===== src/rtl/alu_issue_ctrl.sv =====
// Issue controller for a combinational 32-bit ALU: it accepts R-type ops over valid/ready and
// returns the result with an exception code over a valid/ready response port.
module alu_issue_ctrl #(
    parameter int unsigned WIDTH = 32,
    parameter int unsigned TAG_W = 4,
    parameter int unsigned CNT_W = 16
) (
    input  logic             clk,
    input  logic             rst_n,
    input  logic             in_valid,
    output logic             in_ready,
    input  logic [5:0]       in_funct,
    input  logic [WIDTH-1:0] in_a,
    input  logic [WIDTH-1:0] in_b,
    input  logic [TAG_W-1:0] in_tag,
    output logic [WIDTH-1:0] alu_a,
    output logic [WIDTH-1:0] alu_b,
    output logic [3:0]       alu_ctr,
    input  logic [WIDTH-1:0] alu_res,
    input  logic             alu_zero,
    input  logic             alu_overfl,
    output logic             out_valid,
    input  logic             out_ready,
    output logic [WIDTH-1:0] out_res,
    output logic             out_zero,
    output logic [1:0]       out_exc,
    output logic [TAG_W-1:0] out_tag,
    output logic [CNT_W-1:0] cnt_ops,
    output logic [CNT_W-1:0] cnt_ovf
);

    typedef enum logic [1:0] {StIdle, StExec, StResp} state_e;

    localparam logic [1:0] ExcNone    = 2'b00;
    localparam logic [1:0] ExcOverfl  = 2'b01;
    localparam logic [1:0] ExcIllegal = 2'b10;

    state_e r_state;
    state_e w_state_next;

    logic [WIDTH-1:0] r_alu_a;
    logic [WIDTH-1:0] r_alu_b;
    logic [3:0]       r_alu_ctr;
    logic [TAG_W-1:0] r_tag;
    logic             r_out_valid;
    logic [WIDTH-1:0] r_out_res;
    logic             r_out_zero;
    logic [1:0]       r_out_exc;
    logic [TAG_W-1:0] r_out_tag;
    logic [CNT_W-1:0] r_cnt_ops;
    logic [CNT_W-1:0] r_cnt_ovf;

    logic [3:0] w_ctr;
    logic       w_legal;
    logic       w_accept;
    logic       w_out_hs;
    logic       w_signed_op;

    always_comb begin
        w_ctr   = 4'b0000;
        w_legal = 1'b1;
        case (in_funct)
            6'h20:   w_ctr = 4'b0000;
            6'h21:   w_ctr = 4'b0001;
            6'h22:   w_ctr = 4'b0010;
            6'h23:   w_ctr = 4'b0011;
            6'h24:   w_ctr = 4'b0100;
            6'h25:   w_ctr = 4'b0101;
            6'h26:   w_ctr = 4'b0110;
            6'h27:   w_ctr = 4'b0111;
            6'h2A:   w_ctr = 4'b1010;
            6'h2B:   w_ctr = 4'b1011;
            default: w_legal = 1'b0;
        endcase
    end

    // A pending response blocks new requests unless it is being consumed this cycle.
    assign in_ready = rst_n & ((r_state == StIdle) | ((r_state == StResp) & out_ready));
    assign w_accept = in_valid & in_ready;
    assign w_out_hs = (r_state == StResp) & out_ready;
    // Only signed add/sub can raise an overflow exception.
    assign w_signed_op = (r_alu_ctr == 4'b0000) | (r_alu_ctr == 4'b0010);

    always_ff @(posedge clk) begin
        if (!rst_n) begin
            r_state <= StIdle;
        end else begin
            r_state <= w_state_next;
        end
    end

    always_comb begin
        w_state_next = r_state;
        case (r_state)
            StIdle: begin
                if (w_accept) begin
                    w_state_next = w_legal ? StExec : StResp;
                end
            end
            StExec: begin
                w_state_next = StResp;
            end
            StResp: begin
                if (out_ready) begin
                    if (in_valid) begin
                        w_state_next = w_legal ? StExec : StResp;
                    end else begin
                        w_state_next = StIdle;
                    end
                end
            end
            default: w_state_next = StIdle;
        endcase
    end

    always_ff @(posedge clk) begin
        if (!rst_n) begin
            r_alu_a     <= '0;
            r_alu_b     <= '0;
            r_alu_ctr   <= 4'b0000;
            r_tag       <= '0;
            r_out_valid <= 1'b0;
            r_out_res   <= '0;
            r_out_zero  <= 1'b0;
            r_out_exc   <= ExcNone;
            r_out_tag   <= '0;
            r_cnt_ops   <= '0;
            r_cnt_ovf   <= '0;
        end else begin
            if (w_accept && w_legal) begin
                r_alu_a   <= in_a;
                r_alu_b   <= in_b;
                r_alu_ctr <= w_ctr;
                r_tag     <= in_tag;
            end

            if (w_out_hs) begin
                r_out_valid <= 1'b0;
                r_cnt_ops   <= r_cnt_ops + CNT_W'(1);
                if (r_out_exc == ExcOverfl && r_cnt_ovf != {CNT_W{1'b1}}) begin
                    r_cnt_ovf <= r_cnt_ovf + CNT_W'(1);
                end
            end

            // Later assignments win, so a back-to-back illegal op re-raises out_valid.
            if (r_state == StExec) begin
                r_out_valid <= 1'b1;
                r_out_res   <= alu_res;
                r_out_zero  <= alu_zero;
                r_out_exc   <= (alu_overfl && w_signed_op) ? ExcOverfl : ExcNone;
                r_out_tag   <= r_tag;
            end else if (w_accept && !w_legal) begin
                r_out_valid <= 1'b1;
                r_out_res   <= '0;
                r_out_zero  <= 1'b0;
                r_out_exc   <= ExcIllegal;
                r_out_tag   <= in_tag;
            end
        end
    end

    assign alu_a     = r_alu_a;
    assign alu_b     = r_alu_b;
    assign alu_ctr   = r_alu_ctr;
    assign out_valid = r_out_valid;
    assign out_res   = r_out_res;
    assign out_zero  = r_out_zero;
    assign out_exc   = r_out_exc;
    assign out_tag   = r_out_tag;
    assign cnt_ops   = r_cnt_ops;
    assign cnt_ovf   = r_cnt_ovf;

endmodule

===== config.mk =====
export PLATFORM = sky130hd
export DESIGN_NAME = alu_issue_ctrl
export DESIGN_NICKNAME = d
export VERILOG_FILES = /design/src/rtl/alu_issue_ctrl.sv
export SDC_FILE = /design/constraint.sdc
export NUM_CORES = 1
export LEC_CHECK = 0
export BUFFER_PORTS_ARGS = -buffer_cell sky130_fd_sc_hd__buf_2
export CAP_MARGIN = 20
export CORE_MARGIN = 4
export CORE_UTILIZATION = 30
export DETAILED_ROUTE_END_ITERATION = 10
export PLACE_DENSITY = 0.64
export SETUP_SLACK_MARGIN = 0.05
export SYNTH_ARGS = -nofsm -noshare
export SYNTH_HDL_FRONTEND = slang
export SYNTH_SLANG_ARGS = --single-unit

===== constraint.sdc =====
create_clock -name clk -period 2.1 [get_ports clk]
set_input_delay 0.42 -clock clk [delete_from_list [all_inputs] [get_ports clk]]
set_output_delay 0.42 -clock clk [all_outputs]
set_load 0.01 [all_outputs]

==> results.yml <==
drt:
  via_per_inst: 5.07
  wl_um: 17900
  drc: 0
  via_count: 5719
  drt_iter0_drc: 241
  firstDrtPassIters: 5
  route.detailed.wl_per_inst_um: 15.8
  drtAntennaViolNets: 0
synth:
  syn-instance-count: 637
  ys_seq_area_frac: 0.513
  ys_warn_count: 0
  synth_fa_ha_area_frac: 0.00439
  yosys.area_share.simple: 0.178
  synth_top_family_by_area: "compound AO/OA/AOI/OAI gates"
  synth_nets: 751
  synthDistinctLibCells: 48
  synth_edf_count: 0
  synth_top_flop_cell: "dfxtp_1"
  async_flop_share: 0
  synthMuxAreaShare: 0.0219
  synth_xor_area_frac: 0.0123
  avgSynthCellArea_um2: 8.95
  synth.cell_area_um2: 5700
  synth_compound_area_frac: 0.232
  synth.ff_latch_count: 146
clocking:
  cts_tree: "built"
  htreeDepth: 4
  cts.sinks: 146
  clk_latency_ps: 410
  cts_resized: 0
  root_buffer: "clkbuf_16"
  path_clk_slew_ps: 60
  post_cts_buffers: 0
  postCtsHoldBufs: 0
  cts_buffers: 17
  cts_buffer_depth: 2
worst_setup_path:
  cp.arrival_ps: 2250
  startpoint_type: "flip-flop"
  critPathKind: "flip-flop to flip-flop"
  cp_data_required_time_ps: 2450
  ff2ff_path_depth: 4
  cp_slowest_cell: "or4b_4"
  endpoint_kind: "flip-flop"
  crit_buf_inv: 0
  cp_top_family: "simple AND/OR/NAND/NOR gates"
  r2r_setup_slack_ps: 200
  cpPeakStageDelay_ps: 580
  crit_fanout: 9
  timing.rr.start: "r_state[0]"
  crit_chain: "nand3b_4 > or4b_4 > or4_1 > a21oi_1"
  r2r_end: "cnt_ovf[15]"
worst_hold_path:
  holdPathEnd: "out_res[10]"
  hold_path.class: "input pin to flip-flop"
  holdCritStartpoint: "alu_res[10]"
  whs_path_depth: 2
floorplan:
  die_area_um2: 21300
  pin_count: 253
  start_util: 0.305
  die_y_um: 146
  core_um2: 18700
  dieWidth_um: 146
  rows: 50
global_route:
  grt_max_degree: 72
  track_usage: 0.162
  grt_pass1_wl_um: 28200
  grt_remaining_overflow: 0
  grt_pass1_vias: 5258
  antenna_found_initial: 3
sta:
  worstMarginPinSlew_ps: 565
  setup-tns-final_ps: 0
  setup_violations: 0
  rsz0062_at_grt: "no"
  fin_worst_hold_slack_ps: 214
  slew-limit-headroom: 0.623
  skew_ps: 8.41
  period_share: 0.907
  finalHoldViolations: 0
  period_minus_slack_ps: 1900
  finalMaxSlewViolations: 0
  max_freq_ghz: 0.525
placed_design:
  dp_hpwl_um: 12500
  io_buffer_count: 252
  gp_congestion: 0.822
power_and_ir_drop:
  pwr-share-clk: 0.485
  p_sw_mw: 1.43
  power_density_nw_per_um2: 801
  p_int_mw: 4.95
  pwr-share-comb: 0.071
  p_leak_nw: 3.49
  max-vdd-ir-drop_v: 0.000532
  seq_power_share: 0.444
  switching_share: 0.225
finish:
  layout.nets: 996
  layout-drive-gt1-share: 0.362
  syn_to_final_growth_pct: 39.6
  fin_util: 0.426
  layout_commonest_cell: "buf_2"
  final_cell_mix: "buf_2 (252), dfxtp_1 (146), a21oi_1 (89)"
outcome:
  status: "completed"
flow_run:
  max_cap_violations: 0
-- synth_stat cells, types with 3 or more instances --
master / n / area, um2
o31ai_1: 7 / 52.6
nor2b_1: 3 / 18.8
and4_1: 5 / 43.8
mux2_2: 4 / 45.0
mux2i_1: 8 / 80.1
dfxtp_1: 146 / 2920
nand2b_1: 5 / 31.3
nand3_1: 80 / 400
nor2_1: 13 / 48.8
xor2_1: 6 / 52.6
or4_1: 6 / 45.0
nand4_1: 10 / 62.6
a22o_1: 34 / 298
a211oi_1: 5 / 37.5
nor3_1: 3 / 15.0
o21ai_1: 74 / 370
buf_1: 14 / 52.6
o21ai_0: 9 / 45.0
or3_1: 9 / 56.3
nand2_1: 29 / 109
and3_1: 6 / 37.5
clkbuf_1: 39 / 146
a21oi_1: 90 / 450
-- worst max path at each step --
stage                     depth (start not counted)       start          end  slack, ps
after CTS                                         6  r_state[1]   out_res[6]        190
after detailed placement                          7   out_ready  out_res[19]        110
after global routing                              5  r_state[1]     alu_b[6]         90
final                                             4  r_state[0]  cnt_ovf[15]        200
after global placement                            7   out_ready   alu_ctr[3]        150
after floorplan                                   4  out_exc[0]  cnt_ovf[15]        210
-- registers in the layout (all words and copies together) (netlist names) --
signal,flops
r_tag,4
cnt_ops,16
alu_b,32
out_zero,1
alu_a,32
cnt_ovf,16
out_exc,2
r_state,2
out_res,32
alu_ctr,4
out_valid,1
out_tag,4
-- through the flow --
step / setup slack (ps) / instance area (um2) / power [mW] / std cells
after floorplan: 212 / 5700 / 3.11 / 637
after global placement: 150 / 7350 / 3.35 / 1097
after detailed placement: 114 / 7350 / 3.35 / 1097
after CTS: 189 / 7960 / 6.45 / 1128
after global routing: 88.1 / 7960 / 6.64 / 1129
final: 196 / 7960 / 6.38 / 1129
-- layer usage --
metal | vias up | part of all wire | GRT usage
li1 | 2839 | - | -
met1 | 2671 | 0.43 | 0.205
met2 | 170 | 0.47 | 0.255
met3 | 35 | 0.064 | 0.0542
met4 | 4 | 0.027 | 0.0627
met5 | - | 0.0022 | 0
-- logic make-up (layout without fill, tap and decap cells) --
group | after synthesis | count (layout)
buf+inv | 58 | 315
other cells | 0 | 1
xor+xnor | 8 | 8
compound gates | 227 | 227
simple gates | 184 | 184
mux | 12 | 12
flops | 146 | 146
fa+ha+maj | 2 | 2
-- area by class of cell --
| cell class | instances | area (um2) |
|---|---|---|
| multi-input combinational | 433 | 2580 |
| sequential | 146 | 2920 |
| clock inverter | 9 | 129 |
| timing repair buffer | 281 | 1540 |
| fill | 1852 | 10700 |
| clock buffer | 22 | 474 |
| inverter | 3 | 12.5 |
| tap | 234 | 293 |
| antenna | 1 | 2.50 |
-- power by group through the flow --
stage,sequential [mW],clock [mW],combinational [mW]
after floorplan,2.91,0,0.199
after global placement,2.89,0,0.454
after detailed placement,2.89,0,0.454
after CTS,2.83,3.17,0.456
after global routing,2.84,3.31,0.493
final,2.83,3.09,0.451
No activity file was read; power rests on OpenSTA's default activity.
